**src/rtl/mem_port_arbiter_pkg.sv**
```systemverilog
// Shared definitions for the two-port memory arbiter: FSM state encoding,
// port identifiers and the stall-counter ceiling.
package mem_port_arbiter_pkg;

  typedef enum logic [1:0] {
    IDLE = 2'd0,
    ACC  = 2'd1,
    DONE = 2'd2
  } state_t;

  typedef enum logic {
    PORT_CPU = 1'b0,
    PORT_LD  = 1'b1
  } port_t;

  localparam logic [15:0] STALL_MAX = 16'hFFFF;

endpackage

```
**src/rtl/rr_pick2.sv**
```systemverilog
// Two-requester tie-break: round-robin against the last grant, except that a
// locked loader that won last time keeps the port.
module rr_pick2
  import mem_port_arbiter_pkg::*;
(
  input  logic  req_cpu,
  input  logic  req_ld,
  input  port_t last,
  input  logic  lock,
  output port_t winner
);

  always_comb begin
    // NOTE: every always_comb output gets a default first so no path infers a latch.
    winner = PORT_CPU;
    if (req_cpu && req_ld) begin
      if (lock && (last == PORT_LD)) winner = PORT_LD;
      else                           winner = (last == PORT_CPU) ? PORT_LD : PORT_CPU;
    end else if (req_ld) begin
      winner = PORT_LD;
    end
  end

endmodule

```
**src/rtl/mem_port_arbiter.sv**
```systemverilog
// Arbitrates a CPU port and a loader port onto one single-cycle memory port.
// Each transfer takes IDLE -> ACC -> DONE; the winner is acked in DONE.
module mem_port_arbiter
  import mem_port_arbiter_pkg::*;
#(
  parameter int AW = 32,
  parameter int DW = 32
) (
  input  logic          clk,
  input  logic          rst,
  input  logic          CpuReq,
  input  logic          CpuWr,
  input  logic [AW-1:0] CpuAddr,
  input  logic [DW-1:0] CpuWData,
  output logic          CpuAck,
  output logic          CpuStall,
  input  logic          LdReq,
  input  logic          LdWr,
  input  logic [AW-1:0] LdAddr,
  input  logic [DW-1:0] LdWData,
  input  logic          LdLock,
  output logic          LdAck,
  output logic [DW-1:0] RdData,
  output logic          MemRd,
  output logic          MemWr,
  output logic [AW-1:0] MemAddr,
  output logic [DW-1:0] MemWData,
  input  logic [DW-1:0] MemRData,
  output logic [15:0]   StallCnt
);

  state_t          state, state_nxt;
  port_t           last, lat_port, winner;
  logic            lat_wr;
  logic [AW-1:0]   lat_addr;
  logic [DW-1:0]   lat_wdata;
  logic [DW-1:0]   rd_q;
  logic [15:0]     stall_q;

  rr_pick2 u_pick (
    .req_cpu (CpuReq),
    .req_ld  (LdReq),
    .last    (last),
    .lock    (LdLock),
    .winner  (winner)
  );

  // NOTE: sequential state uses non-blocking assignments only, so every flop
  // sees pre-edge values regardless of statement order.
  always_ff @(posedge clk) begin
    if (rst) begin
      state     <= IDLE;
      last      <= PORT_LD;
      lat_port  <= PORT_CPU;
      lat_wr    <= 1'b0;
      lat_addr  <= '0;
      lat_wdata <= '0;
      rd_q      <= '0;
      stall_q   <= '0;
    end else begin
      state <= state_nxt;
      if ((state == IDLE) && (CpuReq || LdReq)) begin
        lat_port  <= winner;
        lat_wr    <= (winner == PORT_LD) ? LdWr    : CpuWr;
        lat_addr  <= (winner == PORT_LD) ? LdAddr  : CpuAddr;
        lat_wdata <= (winner == PORT_LD) ? LdWData : CpuWData;
      end
      if (state == DONE) begin
        last <= lat_port;
        if (!lat_wr) rd_q <= MemRData;
      end
      if (CpuStall && (stall_q != STALL_MAX)) stall_q <= stall_q + 16'd1;
    end
  end

  always_comb begin
    state_nxt = state;
    MemRd     = 1'b0;
    MemWr     = 1'b0;
    CpuAck    = 1'b0;
    LdAck     = 1'b0;
    case (state)
      IDLE: if (CpuReq || LdReq) state_nxt = ACC;
      ACC: begin
        MemRd     = ~lat_wr;
        MemWr     = lat_wr;
        state_nxt = DONE;
      end
      DONE: begin
        CpuAck    = (lat_port == PORT_CPU);
        LdAck     = (lat_port == PORT_LD);
        state_nxt = IDLE;
      end
      default: state_nxt = IDLE;
    endcase
  end

  // Read data comes straight from memory in the ack cycle and is held afterwards.
  assign RdData   = ((state == DONE) && !lat_wr) ? MemRData : rd_q;
  assign MemAddr  = lat_addr & {{(AW-2){1'b1}}, 2'b00};
  assign MemWData = lat_wdata;
  assign CpuStall = CpuReq & ~CpuAck;
  assign StallCnt = stall_q;

endmodule

```
**config.mk**
```make
export PLATFORM = sky130hd
export DESIGN_NAME = mem_port_arbiter
export DESIGN_NICKNAME = d
export VERILOG_FILES = /design/src/rtl/mem_port_arbiter_pkg.sv /design/src/rtl/rr_pick2.sv /design/src/rtl/mem_port_arbiter.sv
export SDC_FILE = /design/constraint.sdc
export NUM_CORES = 1
export LEC_CHECK = 0
export CAP_MARGIN = 20
export CORE_MARGIN = 10
export CORE_UTILIZATION = 39
export CTS_CLUSTER_DIAMETER = 50
export CTS_CLUSTER_SIZE = 8
export DETAILED_ROUTE_END_ITERATION = 16
export GPL_TIMING_DRIVEN = 0
export HOLD_SLACK_MARGIN = 0.02
export PLACE_DENSITY = 0.87
export SLEW_MARGIN = 40
export SYNTH_ARGS = -nofsm -noshare
export SYNTH_HDL_FRONTEND = slang
export SYNTH_HIERARCHICAL = 1
export SYNTH_SLANG_ARGS = --single-unit
export TNS_END_PERCENT = 20
```
**constraint.sdc**
```tcl
create_clock -name clk -period 2.3 [get_ports clk]
set_input_delay 0.46 -clock clk [delete_from_list [all_inputs] [get_ports clk]]
set_output_delay 0.46 -clock clk [all_outputs]
set_load 0.005 [all_outputs]
```
# == Word-level counts from Yosys, hierarchy flattened ==
# Cells that the tools add are included.
# op_classes
n_mux,14
reduce_logical,9
bitwise_logic,4
n_eq_ne,4
addsub,1
# op_table
operator,count
32-bit 2-to-1 mux,3
"16-bit by 1-bit adder with 16-bit output, second input constant",1
"16-bit != test, second input constant",1
1-bit 2-to-1 mux,9
1-bit logical AND,5
2-bit case mux with 2 select lines,1
1-bit inverter,3
"2-bit by 1-bit equality test with 1-bit output, second input constant",1
"2-bit equality test, second input constant",1
2-bit zero test,1
2-bit 2-to-1 mux,1
"2-bit by 1-bit != test with 1-bit output, second input constant",1
2-bit AND reduction,1
1-bit AND,1
1-bit zero test,1
1-bit logical OR,1
# totals
out_inout_bits,117
reg_bits,117
wordCells,40
input_bits,167

# == Longest topological paths before layout ==
# Gate-level depths: netlist (run 1).
# logic_depth
word_depth,5
mapped_depth,6
mapped_depth_nobuf,5

# == By module ==
# The synthesis (run 1) kept the hierarchy.
# modules_own_cells
module,cells_per_inst,n_inst,area_per_inst_um2,seq_area_each_um2
mem_port_arbiter,502,1,5089.9,2302.2
rr_pick2,3,1,20.0,0.0

# == Least setup slack after synthesis (run 1) ==
# Ideal clock, no wire load.
# synth_path
path_kind,reg-to-reg
startpoint,reg stall_q[0] (netlist: StallCnt[0])
endpoint,reg stall_q[14] (netlist: StallCnt[14])
slack_ns,0.536
required_ns,2.177
synth_period_minus_slack_ns,1.764
path_stages_with_launch,6
n_path_buf,0
t_arrival_ns,1.641
setup_time_ns,0.123
cell_sequence,dfxtp_1 > ha_1 > nand4_4 > o41ai_4 > nor4_1 > mux2_1
# synth_via
elab_chain_len,2
elab_cells_between_ends,3
classes_between,add/sub: 1; eq/ne: 1; reduce/logical: 1
# synth_rtl
item,line,text
from (decl),mem_port_arbiter.sv:38,logic [15:0] stall_q;
from (signal assigned),mem_port_arbiter.sv:72,if (CpuStall && (stall_q != STALL_MAX)) stall_q <= stall_q + 16'd1;
branches (longest 2 deep; another with 16-bit by 1-bit adder with 16-bit output),n/a,
# Parallel ways; which one is timed is not known.
# A chain may end at the register's enable or synchronous reset.

# == Worst setup path in the final report (run 1) ==
# layout_path
startpoint,reg state[0]
endpoint,out RdData[2]
# layout_via
elab_chain_len,3
# layout_rtl
item,line,text
from (decl),mem_port_arbiter.sv:32,"state_t state, state_nxt;"
from (signal assigned),mem_port_arbiter.sv:61,state <= state_nxt;
2-bit equality test,mem_port_arbiter.sv:99,assign RdData = ((state == DONE) && !lat_wr) ? MemRData : rd_q;
1-bit logical AND,mem_port_arbiter.sv:99,
32-bit 2-to-1 mux,mem_port_arbiter.sv:99,
to (decl),mem_port_arbiter.sv:23,"output logic [DW-1:0] RdData,"
# Every way passes these cells.

==> impl_metrics.yaml, run 1 <==
cts:
  clkTransAtPathRegs_ps: 50
  hold_buffers: 0
  clock_latency_ps: 420
  cts-root-buf: "clkbuf_16"
  cts_made_buffers: 17
  cts.path.max_buffers: 2
  cts_sinks: 115
  htree_levels: 4
  cts_tree: "built"
yosys:
  synth_top_area_share: 0.4505
  ys_seq_area_frac: 0.4505
  ys_top_cells_by_area: "dfxtp_1, mux2i_1, a211oi_1, mux2_2, nor2_1"
  synth_top_cells_by_count: "dfxtp_1, nor2_1, mux2i_1"
  synthCells: 505
  ys.warnings.count: 6
  synth_edf_count: 0
  ys_seq_elements: 115
  synth-async-reset-ratio: 0
  ys_types: 42
  synthMostInstantiatedCell: "dfxtp_1"
  syn_area_per_cell_um2: 10.12
  yosys.area.top_type: "dfxtp_1"
  ys.flop_type: "dfxtp_1"
  syn_area_mm2: 0.005110
timing:
  worst_slack_ps: -23.53
  slew_headroom: 0.6055
  fin_crit_sh: 1.010
  final-setup-viol-count: 2
  max_freq_mhz: 430.4
  rsz0062_at_grt: "yes"
  tightest_slew_ps: 591.7
  fin_crit_ps: 2324
  fin_skew_ps: 5.088
  drv_slew: 0
  hold_viol: 0
worst_setup_path:
  cp.depth: 6
  reg2reg_slack_ps: 310
  reg2reg_to: "StallCnt[14]$_SDFFE_PP0P_"
  crit_buf_inv: 3
  cp.required_ps: 1840
  critical_path.startpoint: "state[0]$_SDFFE_PP0P_"
  ff2ff_path_depth: 5
  crit_path_max_fanout: 8
  critical-path-top-delay-family: "buffers and inverters"
  cp.arrival_ps: 1860
  path_cells: "nand2b_4, nor2_4, buf_12, buf_6, mux2_2, clkdlybuf4s15_2"
  worstSetupPathType: "reg2out"
  worstSetupEndpointType: "primary output"
  critPathMaxStageDelay_ps: 350
  rr_startpoint: "StallCnt[1]$_SDFFE_PP0P_"
  slowest_stage: "dfxtp_4"
  startpoint_type: "register"
  endpoint: "RdData[2]"
global_route:
  grt_pass1_vias: 5522
  antenna_found_initial: 0
  grt_overflow: 0
  grt_pass1_wl_um: 29460
  grt_max_degree: 17
  grt.total_usage: 0.2093
placement:
  dp_hpwl_um: 15150
  gp_congestion: 0.8103
  portBuffers: 276
  place_worst_setup_slack_ps: -322.9
pwr:
  pwr_density_cell_mw_per_mm2: 719.0
  seqPwrFrac: 0.354
  p_leak_nw: 3.557
  switching_power_w: 0.001516
  p_int_w: 0.004809
  irDropWorstVdd_mv: 0.5899
  pwr-share-comb: 0.199
  clkPwrFrac: 0.447
  swShare: 0.2397
cells_and_area:
  synthToLayoutAreaGrowth_pct: 72.16
  num-fill-cells: 964
  nets: 975
  drive_above_1_share: 0.1707
  diodes: 0
  utilization: 0.6915
min_path:
  hold_path_class: "reg2reg"
floorplan:
  coreArea_mm2: 0.01272
  die_h_um: 134.5
  die_area_mm2: 0.01808
  ios: 284
  die_w_um: 134.5
  fp-row-count: 41
  start_util: 0.4017
job:
  drv_cap: 0
routing:
  drtAntennaViolNets: 0
  drc: 0
  viasPerCell: 5.137
  dr.first_iter.drc_count: 226
  routed_wl_um: 19710
  dr.pass1.iters: 4
  vias: 5096
  avgRoutedWirePerCell_um: 19.86
status:
  status: "finished with violations"
  violations: "setup timing"
[layer usage]
metal	global-route usage	vias up	share of wire	wire [um]
met5	0	-	0	0
met4	0.1149	0	0.043	846
met3	0.09088	59	0.086	1687
met2	0.3696	242	0.51	10090
met1	0.2009	2366	0.36	7084
li1	-	2429	-	-
[power by group through the flow]
stage	clock, W	combinational (W)	sequential (W)
floorplan	0	0.000459	0.00228
global placement	0	0.00121	0.00226
detailed placement	0	0.00124	0.00228
CTS	0.00285	0.00126	0.00224
global route	0.00295	0.00135	0.00225
finish	0.00283	0.00126	0.00224
[worst min-delay path by stage]
stage | start | end | slack, ps | depth (start not counted)
finish | state[0]$_SDFFE_PP0P_ | state[0]$_SDFFE_PP0P_ | 460 | 1
CTS | state[0]$_SDFFE_PP0P_ | state[0]$_SDFFE_PP0P_ | 460 | 1
floorplan | state[1]$_SDFFE_PP0P_ | state[0]$_SDFFE_PP0P_ | 450 | 1
global placement | state[0]$_SDFFE_PP0P_ | state[0]$_SDFFE_PP0P_ | 480 | 1
global route | state[0]$_SDFFE_PP0P_ | state[0]$_SDFFE_PP0P_ | 480 | 1
detailed placement | last$_SDFFE_PP1N_ | last$_SDFFE_PP1N_ | 480 | 1
[repair_timing]
action / CTS / global route
pin swaps: 1 / 1
gates resized for setup: 93 / 54
endpoints found under the setup margin: 34 / 36
buffers inserted: 1 / 2
gates cloned: 3 / 0
[worst reg2reg max path, stage by stage, from the launching register on]
cell and delay (ps):
dfxtp_1 390, ha_1 320, nand4_4 220, o41ai_4 480
nor4_1 100, mux2_1 350
[cell usage in the layout, fill, tap and decap left out, types with 5 or more instances in the layout]
master / instances
a211oi_1: 64
a21oi_1: 12
buf_2: 26
clkbuf_1: 15
clkbuf_16: 17
clkbuf_2: 16
clkbuf_8: 6
clkdlybuf4s50_1: 242
clkinv_2: 5
dfxtp_1: 113
inv_1: 7
mux2_2: 22
mux2_4: 10
mux2i_1: 65
nor2_1: 73
nor2b_1: 33
o21ai_0: 5
o31ai_1: 7
or4_1: 7
[flip-flops by register name, indices dropped and copies added (netlist names)]
| name | cells |
|---|---|
| MemWData | 32 |
| StallCnt | 16 |
| last | 1 |
| lat_addr | 30 |
| lat_port | 1 |
| lat_wr | 1 |
| rd_q | 32 |
| state | 2 |
[stage by stage]
step                      std cells  TNS, ps  instance area (um2)  total power (W)  hold WS [ps]
final                           992   -45.09                 8797         0.006325         457.9
after global routing            992   -328.3                 8797         0.006557         476.9
after CTS                       990    -1558                 8803         0.006347         460.3
after detailed placement        954   -19760                 8092         0.003518         483.7
after global placement          954   -16080                 8092         0.003476         477.4
after floorplan                 506        0                 5114         0.002736         453.9
[cells by family (layout without fill, tap and decap cells)]
logic type               after synthesis  after routing  synth area share
multiplexers                          99             99            0.2023
AO/OA/AOI/OAI                         94             94            0.1391
other                                  1              2         0.0007339
buffers and inverters                 49            363           0.04701
flip-flops                           115            115            0.4505
AND/OR/NAND/NOR                      146            146            0.1579
adder cells (fa/ha/maj)                1              1          0.002448
[cell type report]
cell class                      count  area, um2  share of cell area
Clock inverter                     10      152.6             0.01735
Buffer                             41      234.0             0.02660
Sequential cell                   115       2310              0.2626
Inverter                            8      30.03            0.003413
Tap cell                          172      215.2             0.02446
Timing Repair Buffer              282       2738              0.3112
Clock buffer                       22      484.2             0.05504
Multi-Input combinational cell    342       2634              0.2994
Power figures use the tool's default switching activity.
==> run 2: changes to the inputs <==
--- a/config.mk
+++ b/config.mk
@@ -7,13 +7,13 @@
 export LEC_CHECK = 0
 export CAP_MARGIN = 20
 export CORE_MARGIN = 10
-export CORE_UTILIZATION = 39
+export CORE_UTILIZATION = 42
 export CTS_CLUSTER_DIAMETER = 50
 export CTS_CLUSTER_SIZE = 8
 export DETAILED_ROUTE_END_ITERATION = 16
 export GPL_TIMING_DRIVEN = 0
 export HOLD_SLACK_MARGIN = 0.02
-export PLACE_DENSITY = 0.87
+export PLACE_DENSITY = 0.92
 export SLEW_MARGIN = 40
 export SYNTH_ARGS = -nofsm -noshare
 export SYNTH_HDL_FRONTEND = slang
==> constraint.sdc (replaced) <==
create_clock -name clk -period 2.95 [get_ports clk]
set_input_delay 0.59 -clock clk [delete_from_list [all_inputs] [get_ports clk]]
set_output_delay 0.59 -clock clk [all_outputs]
set_load 0.005 [all_outputs]
==> impl_metrics.yaml, run 2 (synthesis results as in run 1) <==
placement:
  gp_congestion: 0.8103
  dp.cells: 929
  portBuffers: 276
  dp_hpwl_um: 15300
worst_setup_path:
  crit_path_max_fanout: 10
  cp.arrival_ps: 2270
  startpoint_type: "register"
  cp.required_ps: 2360
  worstSetupPathType: "reg2out"
  worstSetupEndpointType: "primary output"
cells_and_area:
  final_cell_mix: "clkdlybuf4s50_1, dfxtp_1, nor2_1"
  layout.cells.non_filler: 960
  drive_above_1_share: 0.1169
  layout_commonest_cell: "clkdlybuf4s50_1"
  synthToLayoutAreaGrowth_pct: 69.12
  utilization: 0.7225
  diodes: 0
  nets: 969
pwr:
  switching_power_w: 0.001186
  pwr-share-comb: 0.207
  clkPwrFrac: 0.420
  pwr_density_cell_mw_per_mm2: 541.4
  irDropWorstVdd_mv: 0.3823
  seqPwrFrac: 0.373
  swShare: 0.2536
  p_leak_nw: 3.379
  p_int_w: 0.003492
routing:
  routed_wl_um: 19060
  drc: 0
  dr.pass1.iters: 5
  drtAntennaViolNets: 0
  dr.first_iter.drc_count: 281
  viasPerCell: 5.284
  avgRoutedWirePerCell_um: 19.85
  vias: 5073
timing:
  drv_slew: 0
  rsz0062_at_grt: "yes"
  tightest_slew_ps: 584.1
  hold_viol: 0
  max_freq_mhz: 349.1
  slew_headroom: 0.6106
  fin_crit_ps: 2865
  setup_tns_ps: 0
  fin_crit_sh: 0.9712
  fin_skew_ps: 9.485
  final-setup-viol-count: 0
cts:
  clock_latency_ps: 410
  cts_tree: "built"
  cts-root-buf: "clkbuf_16"
  htree_levels: 4
  post_cts_buffers: 0
  cts_sinks: 115
  clkTransAtPathRegs_ps: 50
  cts.path.max_buffers: 2
  cts_made_buffers: 17
global_route:
  grt_pass1_wl_um: 28960
  grt_max_degree: 17
  grt_overflow: 0
  antenna_found_initial: 0
  grt_pass1_vias: 5517
  grt.total_usage: 0.2177
floorplan:
  coreArea_mm2: 0.01196
  die_h_um: 130.3
  die_area_mm2: 0.01698
  ios: 284
  start_util: 0.4272
  die_w_um: 130.3
  fp-row-count: 40
min_path:
  hold_path_class: "reg2reg"
job:
  drv_cap: 0
status:
  status: "complete, no violations"
[run 2: cell types whose count changed in the layout (fill, tap and decap cells not counted), moves of 3 or more]
| cell | delta |
|---|---|
| clkdlybuf4s50_1 | +34 |
| mux2_4 | -10 |
| clkbuf_8 | -4 |
| clkdlybuf4s15_1 | -3 |
| clkdlybuf4s15_2 | -4 |
| clkinv_4 | +3 |
| buf_2 | -9 |
| buf_6 | -4 |
| buf_8 | -4 |
| clkbuf_2 | -16 |
| mux2_2 | +8 |
[run 2: what timing repair did]
action | 4_1_cts | 5_1_grt
hold buffers | 0 | 0
gates resized for setup | 2 | 5
endpoints found under the setup margin | 30 | 29
hold endpoints to repair | 0 | 0
[run 2: power groups by stage]
stage                     registers (W)  logic [W]  clock network (W)
after CTS                       0.00174   0.000977            0.00198
after global placement          0.00176   0.000944                  0
after global routing            0.00176    0.00104            0.00206
after floorplan                 0.00178   0.000358                  0
final                           0.00175   0.000970            0.00196
after detailed placement        0.00177   0.000969                  0
[run 2: stage by stage]
stage                     hold WS [ps]  worst slack [ps]  cell area (um2)  total power [W]
final                            498.8             85.09             8642         0.004679
after global routing             513.8            -13.93             8642         0.004856
after CTS                        499.2            0.2049             8635         0.004699
after detailed placement         489.9             195.9             8060         0.002744
after global placement           476.4             217.7             8060         0.002709
after floorplan                  453.9              1063             5114         0.002133
[run 2: worst max-delay path, stage by stage (launching register included)]
cell             delay, ps
dfxtp_1                340
nand2b_1               230
nor2_4                 210
clkbuf_4               250
mux2_2                 370
clkdlybuf4s50_1        470
[run 2: layout make-up]
cell class              instances  area, um2
fillers                       847       3319
repair buffers                276       2763
multi-input cells             342       2579
flip-flops and latches        115       2302
clock buffers                  18      429.2
plain buffers                  41      217.7
well taps                     147      183.9
clock inverters                13      137.6
inverters                       8      30.03
[run 2: routing by layer]
layer | vias up | track usage | share of wire
met3 | 33 | 0.08884 | 0.087
met2 | 223 | 0.4017 | 0.53
met5 | - | 0 | 0
met1 | 2401 | 0.2141 | 0.36
li1 | 2416 | - | -
met4 | 0 | 0.07672 | 0.022
[run 2: final timing paths]
path                                    end  cells past startpoint                      start  slack (ps)
hold reg to reg   lat_addr[15]$_SDFFE_PP0P_                      2  lat_addr[15]$_SDFFE_PP0P_         500
setup reg to reg  StallCnt[14]$_SDFFE_PP0P_                      5   StallCnt[0]$_SDFFE_PP0P_        1010
setup / recovery                 RdData[20]                      5      state[0]$_SDFFE_PP0P_          90
hold / removal    lat_addr[15]$_SDFFE_PP0P_                      2  lat_addr[15]$_SDFFE_PP0P_         500
